--- src/rtl/uart_pack.sv ---
// uart_pack: shared UART data width and receiver FSM state type
package uart_pack;
  localparam int uart_width = 8;
  typedef enum logic [2:0] {IDLE, START, DATA, STOP, WAIT_HIGH} rx_state_t;
endpackage

--- src/rtl/uart_sync.sv ---
// uart_sync: two-flop synchronizer for an asynchronous single-bit input
module uart_sync #(
  parameter logic RST_VAL = 1'b1
) (
  input  logic clk_i,
  input  logic rst_i,
  input  logic d_i,
  output logic q_o
);
  logic r_meta;
  always_ff @(posedge clk_i)
    if (!rst_i) {q_o, r_meta} <= {2{RST_VAL}};
    else {q_o, r_meta} <= {r_meta, d_i};
endmodule

--- src/rtl/uart_rx.sv ---
// uart_rx: oversampling 8N1 serial receiver with framing-error detection
module uart_rx
  import uart_pack::*;
#(
  parameter int OVERSAMPLE = 16
) (
  input  logic                  clk_i,
  input  logic                  rst_i,
  input  logic                  tick_i,
  input  logic                  rx_i,
  output logic [uart_width-1:0] data_o,
  output logic                  valid_o,
  output logic                  frame_err_o,
  output logic                  busy_o
);
  localparam int TW = $clog2(OVERSAMPLE);
  localparam int BW = $clog2(uart_width + 1);
  localparam logic [TW-1:0] HALF = TW'(OVERSAMPLE / 2 - 1);
  localparam logic [TW-1:0] LAST = TW'(OVERSAMPLE - 1);
  localparam logic [BW-1:0] LAST_BIT = BW'(uart_width - 1);
  rx_state_t             r_state, w_state;
  logic [TW-1:0]         r_tick, w_tick;
  logic [BW-1:0]         r_bit, w_bit;
  logic [uart_width-1:0] r_shift, w_shift, w_data;
  logic                  w_rx_s, w_valid, w_ferr;
  uart_sync #(.RST_VAL(1'b1)) u_sync (
    .clk_i(clk_i),
    .rst_i(rst_i),
    .d_i  (rx_i),
    .q_o  (w_rx_s)
  );
  always_ff @(posedge clk_i) begin
    if (!rst_i) begin
      r_state     <= IDLE;
      r_tick      <= '0;
      r_bit       <= '0;
      r_shift     <= '0;
      data_o      <= '0;
      valid_o     <= 1'b0;
      frame_err_o <= 1'b0;
    end else begin
      r_state     <= w_state;
      r_tick      <= w_tick;
      r_bit       <= w_bit;
      r_shift     <= w_shift;
      data_o      <= w_data;
      valid_o     <= w_valid;
      frame_err_o <= w_ferr;
    end
  end
  always_comb begin
    w_state = r_state;
    w_tick  = tick_i ? r_tick + TW'(1) : r_tick;
    w_bit   = r_bit;
    w_shift = r_shift;
    w_data  = data_o;
    w_valid = 1'b0;
    w_ferr  = 1'b0;
    case (r_state)
      IDLE: if (tick_i && !w_rx_s) begin
        w_state = START;
        w_tick  = '0;
      end
      START: if (tick_i && r_tick == HALF) begin
        w_state = w_rx_s ? IDLE : DATA;
        w_tick  = '0;
        w_bit   = '0;
      end
      DATA: if (tick_i && r_tick == LAST) begin
        w_shift = {w_rx_s, r_shift[uart_width-1:1]};
        w_bit   = r_bit + BW'(1);
        w_tick  = '0;
        w_state = (r_bit == LAST_BIT) ? STOP : DATA;
      end
      STOP: if (tick_i && r_tick == LAST) begin
        w_state = w_rx_s ? IDLE : WAIT_HIGH;
        w_valid = w_rx_s;
        w_ferr  = !w_rx_s;
        w_data  = w_rx_s ? r_shift : data_o;
      end
      // a low line here is a break or lost framing, so no start is accepted
      WAIT_HIGH: if (tick_i && w_rx_s) w_state = IDLE;
      default: w_state = IDLE;
    endcase
  end
  assign busy_o = (r_state != IDLE);
endmodule

--- config.mk ---
export PLATFORM = sky130hd
export DESIGN_NAME = uart_rx
export DESIGN_NICKNAME = d
export VERILOG_FILES = /design/src/rtl/uart_pack.sv /design/src/rtl/uart_sync.sv /design/src/rtl/uart_rx.sv
export SDC_FILE = /design/constraint.sdc
export NUM_CORES = 1
export LEC_CHECK = 0
export ABC_CLOCK_PERIOD_IN_PS = 3550
export CORE_ASPECT_RATIO = 0.6
export CORE_UTILIZATION = 40
export DETAILED_ROUTE_END_ITERATION = 12
export PLACE_DENSITY_LB_ADDON = 0.25
export SYNTH_ARGS = -nofsm -noshare
export SYNTH_HDL_FRONTEND = slang
export SYNTH_SLANG_ARGS = --single-unit
--- constraint.sdc ---
create_clock -name clk_i -period 3.55 [get_ports clk_i]
set_input_delay 0.71 -clock clk_i [delete_from_list [all_inputs] [get_ports clk_i]]
set_output_delay 0.71 -clock clk_i [all_outputs]
set_load 0.005 [all_outputs]
Word level (Yosys, flattened, before mapping)
Cells that the tools add are included.

Equality and inequality tests: 12. Multiplexer cells: 17. Reductions and logical operators: 13. Add/subtract/negate cells: 2.

Operator list (count): 4-bit 2-to-1 mux (6); 3-bit 2-to-1 mux (6); 3-bit one-hot mux with 5 select lines (1); 4-bit one-hot mux with 3 select lines (1); 2-bit inequality test (second input constant) (5); 3-bit AND reduction (3); 4-bit by 1-bit adder with 4-bit output (second input constant) (2); 4-bit by 3-bit == test with 1-bit output (second input constant) (2); 4-bit one-hot mux with 2 select lines (1); 3-bit by 2-bit == test with 1-bit output (second input constant) (2); 5-bit AND reduction (1); 4-bit == test (second input constant) (1); 1-bit logical AND (4); 3-bit by 1-bit == test with 1-bit output (second input constant) (1); 3-bit == test (second input constant) (1); 3-bit logical NOT (1); 3-bit nonzero test (1); 2-bit 2-to-1 mux (1); 2-bit AND reduction (1); 2-bit nonzero test (1); 1-bit logical NOT (1); 1-bit 2-to-1 mux (1).

Word-level logic and storage cells: 53. Output and inout port bits: 11. Bits of input ports: 4. Register bits after elaboration: 31.

Longest topological paths before layout
Gate-level depths: netlist of run 1.

Depth after elaboration: 4. Depth in mapped cells: 6.

Modules after synthesis
A second synthesis of run 1 with hierarchy kept.

Cells, all modules: 150. Area, all modules: 1325.0 um^2.

By module, submodules not included: uart_rx (instances 1, area an instance 1272.5 um^2, cells an instance 146, seq. area each 580.6 um^2); uart_sync (instances 1, area an instance 52.6 um^2, cells an instance 4, seq. area each 40.0 um^2).

Least setup slack after synthesis of run 1
Ideal clock, no wire load.

Path kind: input to register. Start point: input port tick_i. End point: register r_bit[3]. Library setup time: 0.069 ns. Arrival time: 2.078 ns. Cell stages on the path: 6. Slack: 1.403 ns. Cell sequence: buf_6 > nand3_2 > or4_4 > buf_6 > or4_1 > o21ai_1.

Longest elaborated chain between the ends: 3. Elaborated cells between the ends (all ways): 5. Those cells by class: eq/ne: 2; reduce/logical: 3.

Ends and longest elaborated chain: start, declared (line uart_rx.sv:9) `input logic tick_i,`; 1-bit logical AND (on tied branches) (line uart_rx.sv:69, uart_rx.sv:64); 2-bit inequality test (no line); 3-bit AND reduction (no line) *; end signal, assigned (line uart_rx.sv:44) `r_bit <= w_bit;`; end, declared (line uart_rx.sv:23) `logic [BW-1:0] r_bit, w_bit;`.

Mark *: on every way between the ends. The rest lies on a longest branch, timed or not. A chain may end at the register's enable or synchronous reset.

Worst setup path after layout of run 1
Ends and elaborated chain as after synthesis.

==> metrics.yaml, run 1 <==
final_nets: 170
tns_ps: 0
rsz0062_at_grt: "false"
p_leak_uw: 0.0005351
drv_cap: 0
slew_headroom_pct: 61.89
final_hold_viol_count: 0
first_pass_iters: 4
pre_cts_slack_ps: 733.6
end_kind: "flop"
antennaDiodeCount: 0
die_y_um: 46.58
wl_um: 2545
tightest_slew_ps: 566.8
dieArea_um2: 3554
crit_type: "in2reg"
grt_pass1_wl_um: 4236
cts_tree: "done"
crit_fanout: 10
grt_max_degree: 20
io_pins: 15
port_buffers: 14
startpoint_type: "input pin"
drt_iter0_drc: 109
clkTransAtPathRegs_ps: 60
antenna_found_initial: 0
num_rows: 15
fin_util_pct: 52.33
routedWlPerCell_um: 12.29
cp.required_ps: 3760
coreArea_um2: 3003
via_per_inst: 5.251
grt_usage_pct: 16.03
yosysSeqAreaShare_pct: 46.84
dp_hpwl_um: 1788
drt-met1-wl_um: 1295
setup_viol: 0
crit_end: "r_bit[3]$_SDFFE_PN0P_"
clock_latency_ps: 270
drive_gt1_share_pct: 7.879
synth_edf_count: 0
overflow: 0
skew_ps: 3.012
regToRegEndpoint: "r_bit[3]$_SDFFE_PN0P_"
maxSlewViolCount: 0
drc: 0
power_uw: 632.0
powerDensity_nw_per_um2: 402.1
syn-num-nets: 156
mostFrequentLayoutCells: "dfxtp_1, nand2_1, nor2_1, clkdlybuf4s50_1, a21oi_1"
drtAntennaViolNets: 0
gp_congestion: 0.8728
postSynthCellCount: 150
highest_layer: "met4"
clock.fmax_mhz: 391.8
area_growth_pct: 18.60
synth_ff_type: "dfxtp_1"
finalCritPeriodShare_pct: 71.90
rrSetupSlack_ps: 1560
cts_setup_buffers: 0
fillers: 279
vias: 1087
clockBufferDepth: 2
die_w_um: 76.30
worstReg2RegStart: "r_state[1]$_SDFFE_PN0P_"
final_common_cell: "dfxtp_1"
ir_drop_mv: 0.1887
ys_warn_count: 0
dr_wl_met3_um: 171
worst_hold_slack_ps: 407.1
route.met2.wl_um: 1027
critPathLaunch: "tick_i"
worst-r2r-cell-count: 4
cts_made_buffers: 5
cts_hold_buf: 0
status: "complete, no violations"
holdCritPathClass: "reg2reg"
synth-seq-cells: 31
cts.sinks: 31
htreeDepth: 2
post_cts_resized: 0
setup_slack_ps: 997.5
synth_cell_types: 38
async_flop_share_pct: 0
synth_area_um2: 1325
arrival_ps: 2760
postSynthAreaPerCell_um2: 8.833
start_util_pct: 44.13
clock-root-buffer: "clkbuf_8"
grt_pass1_vias: 906
min_period_ps: 2553
cells in the mapped netlist (2+ instances only):
| cell | number | area share (%) |
|---|---|---|
| a21oi_1 | 11 | 4.2 |
| buf_2 | 3 | 1.1 |
| buf_6 | 2 | 1.7 |
| clkbuf_1 | 5 | 1.4 |
| dfxtp_1 | 31 | 47 |
| ha_1 | 2 | 1.9 |
| inv_1 | 4 | 1.1 |
| mux2i_1 | 10 | 7.6 |
| nand2_1 | 21 | 5.9 |
| nand2b_1 | 4 | 1.9 |
| nand3_1 | 2 | 0.76 |
| nand4_1 | 3 | 1.4 |
| nor2_1 | 15 | 4.2 |
| nor3_1 | 6 | 2.3 |
| nor4_1 | 4 | 1.9 |
| o21ai_0 | 3 | 1.1 |
| xor2_1 | 3 | 2.0 |
cells by family (layout without fill, tap and decap cells):
| kind of cell | count (synthesis) | count (layout) | share of synthesized area (%) |
|---|---|---|---|
| buf+inv | 15 | 30 | 5.665 |
| xor+xnor | 4 | 4 | 2.644 |
| simple gates | 66 | 66 | 25.40 |
| fa+ha+maj | 2 | 2 | 1.888 |
| mux | 10 | 10 | 7.555 |
| flops | 31 | 31 | 46.84 |
| compound gates | 22 | 22 | 10.01 |
power breakdown:
part,switching (uW),total (uW),internal (uW),leakage [uW]
registers,4.61,356,352,0.000251
logic,13.1,24.9,11.8,0.000242
clock network,114,251,137,0.0000422
stage by stage:
stage / instances / instance area [um^2]
floorplan: 150 / 1325
global placement: 199 / 1490
detailed placement: 199 / 1490
CTS: 207 / 1572
global route: 207 / 1572
finish: 207 / 1572
layer usage:
metal | up-vias | track usage (%)
met5 | - | 0
met2 | 43 | 22.16
li1 | 544 | -
met4 | 0 | 9.615
met1 | 491 | 21.44
met3 | 9 | 5.743
worst min-delay path by stage:
stage / end / slack [ps] / start / cells after the start
floorplan: u_sync.q_o$_SDFF_PN1_ / 390 / u_sync.r_meta$_SDFF_PN1_ / 1
global placement: u_sync.q_o$_SDFF_PN1_ / 390 / u_sync.r_meta$_SDFF_PN1_ / 1
detailed placement: u_sync.q_o$_SDFF_PN1_ / 400 / u_sync.r_meta$_SDFF_PN1_ / 1
CTS: u_sync.q_o$_SDFF_PN1_ / 410 / u_sync.r_meta$_SDFF_PN1_ / 1
global route: u_sync.q_o$_SDFF_PN1_ / 430 / u_sync.r_meta$_SDFF_PN1_ / 1
finish: u_sync.q_o$_SDFF_PN1_ / 410 / u_sync.r_meta$_SDFF_PN1_ / 1
worst max-delay path: stages:
cell and delay, ps:
clkdlybuf4s50_1 710, nand3_2 190, or4_4 580, or4_1 490, o21ai_1 80
area by class of cell:
cell class	count	area, um^2	share of cell area (%)
well taps	42	52.55	3.344
inverters	5	18.77	1.194
multi-input cells	104	635.6	40.45
clock inverters	1	5.005	0.3185
flip-flops and latches	31	620.6	39.49
repair buffers	17	162.7	10.35
clock buffers	7	76.32	4.857
sequential cells by signal, summed over array words and instances (netlist names):
signal         count
valid_o            1
data_o             8
frame_err_o        1
u_sync.q_o         1
u_sync.r_meta      1
r_shift            8
r_tick             4
r_state            3
r_bit              4
No activity file was read; power rests on OpenSTA's default activity.
==> run 2: changes to the inputs <==
- ABC_CLOCK_PERIOD_IN_PS: 3550 -> 2100
- clock period: 3.55 -> 2.1 ns (I/O delays scaled with it)
==> metrics.yaml, run 2 (same netlist as run 1, synthesis figures left out) <==
status: "complete, no violations"
clock.fmax_mhz: 514.7
tightest_slew_ps: 361.0
skew_ps: 9.712
p_leak_uw: 0.0005947
grt_pass1_vias: 1016
cts_tree: "done"
gp_congestion: 0.8980
grt_pass1_wl_um: 4864
rsz0062_at_grt: "false"
area_growth_pct: 26.44
maxSlewViolCount: 0
hold_path_depth: 1
p_comb_share_pct: 3.8
dp_cells: 208
num_rows: 15
ir_drop_mv: 0.3372
start_util_pct: 44.13
final_cells: 216
switching_power_uw: 246.4
routedWlPerCell_um: 12.74
drive_gt1_share_pct: 13.79
fillers: 286
worst_hold_slack_ps: 411.1
via_per_inst: 5.079
min_period_ps: 1943
final_hold_viol_count: 0
final_common_cell: "dfxtp_1"
power_uw: 1248
clockBufferDepth: 2
htreeDepth: 2
antenna_found_initial: 0
drt_iter0_drc: 69
drtAntennaViolNets: 0
grt_max_degree: 19
clkPwrFrac_pct: 48.0
min_from: "u_sync.r_meta$_SDFF_PN1_"
arrival_ps: 1520
dieArea_um2: 3554
crit_type: "reg2out"
cts_setup_buffers: 0
cts_hold_buf: 0
port_buffers: 14
sw_frac_of_total_pct: 19.75
clock-root-buffer: "clkbuf_8"
dp_hpwl_um: 1941
crit_slowest_cell: "clkdlybuf4s50_1"
sequentialPowerShare_pct: 48.3
overflow: 0
cp.required_ps: 1680
antennaDiodeCount: 0
wl_um: 2752
drv_cap: 0
drc: 0
powerDensity_nw_per_um2: 744.8
post_cts_resized: 0
die_y_um: 46.58
first_pass_iters: 4
worst-r2r-cell-count: 5
clock_latency_ps: 280
slew_headroom_pct: 75.90
io_pins: 15
finalCritPeriodShare_pct: 92.52
crit_fanout: 10
rrSetupSlack_ps: 310
holdCritPathClass: "reg2reg"
final_nets: 179
internal-power_uw: 1001
die_w_um: 76.30
slowest_delay_ps: 440
vias: 1097
clkTransAtPathRegs_ps: 70
cts_made_buffers: 5
end_kind: "output pin"
reg.largest.list: "data_o x8, r_shift x8"
grt_usage_pct: 18.32
path_cells: "or3_1 > clkdlybuf4s50_1"
mostFrequentLayoutCells: "dfxtp_1, nand2_1, nor2_1, clkdlybuf4s50_1, buf_4"
startpoint_type: "flop"
worstReg2RegStart: "r_tick[0]$_SDFF_PN0_"
coreArea_um2: 3003
cts.sinks: 31
regToRegEndpoint: "r_bit[3]$_SDFFE_PN0P_"
holdPathEnd: "u_sync.q_o$_SDFF_PN1_"
critPathLaunch: "r_state[0]$_SDFFE_PN0P_"
setup_viol: 0
==> run 2: cell types whose count changed in the layout (fill, tap and decap cells not counted) <==
cell,before,now
buf_4,3,12
bufinv_16,0,1
clkbuf_8,5,6
clkbuf_1,2,0
==> run 2: power groups by stage <==
stage / clock [uW] / combinational (uW) / sequential [uW]
detailed placement: 0 / 46.6 / 615
global placement: 0 / 45.2 / 615
finish: 598 / 46.9 / 603
CTS: 611 / 47.0 / 602
floorplan: 0 / 33.7 / 611
global route: 647 / 53.1 / 603
==> run 2: layout make-up <==
type / instances / area, um^2 / area share [%]
Tap cell: 42 / 52.55 / 3.137
Clock buffer: 6 / 82.58 / 4.929
Timing Repair Buffer: 26 / 230.2 / 13.74
Clock inverter: 2 / 35.03 / 2.091
Multi-Input combinational cell: 104 / 635.6 / 37.94
Sequential cell: 31 / 620.6 / 37.04
Inverter: 5 / 18.77 / 1.120
==> run 2: worst max-delay path by stage <==
stage | endpoint | slack [ps] | cells after the start
6_report | busy_o | 160 | 2
5_1_grt | busy_o | 90 | 2
4_1_cts | busy_o | 170 | 2
3_5_place_dp | data_o[4]$_SDFFE_PN0P_ | -20 | 7
3_3_place_gp | r_bit[3]$_SDFFE_PN0P_ | 2 | 5
2_1_floorplan | r_bit[3]$_SDFFE_PN0P_ | 200 | 6
==> run 2: critical path, delay by kind of cell, from the launching register on <==
| family | cells | cell delay, ps |
|---|---|---|
| and+or+nand+nor | 1 | 380 |
| buffers and inverters | 1 | 440 |
| DFF | 1 | 420 |
==> run 2: routing by layer <==
metal / global-route usage (%) / vias up / wire length [um]
met5: 0 / - / 0
met4: 9.231 / 0 / 49
met3: 5.545 / 5 / 142
met2: 26.49 / 29 / 1061
met1: 24.94 / 499 / 1499
li1: - / 564 / -
==> run 2: stage by stage <==
step | setup TNS (ps) | utilization (%) | setup slack, ps | area (um^2)
6_report | 0 | 55.79 | 157.1 | 1675
5_1_grt | 0 | 55.79 | 94.71 | 1675
4_1_cts | 0 | 55.79 | 165.4 | 1675
3_5_place_dp | -65.34 | 51.88 | -17.26 | 1558
3_3_place_gp | 0 | 51.88 | 1.695 | 1558
2_1_floorplan | 0 | - | 200.2 | 1325
==> run 3: changes to the inputs <==
- CAP_MARGIN: not set -> 40
==> results of run 3 <==
Same layout as run 2: the final DEF is identical, and so are final timing and power.
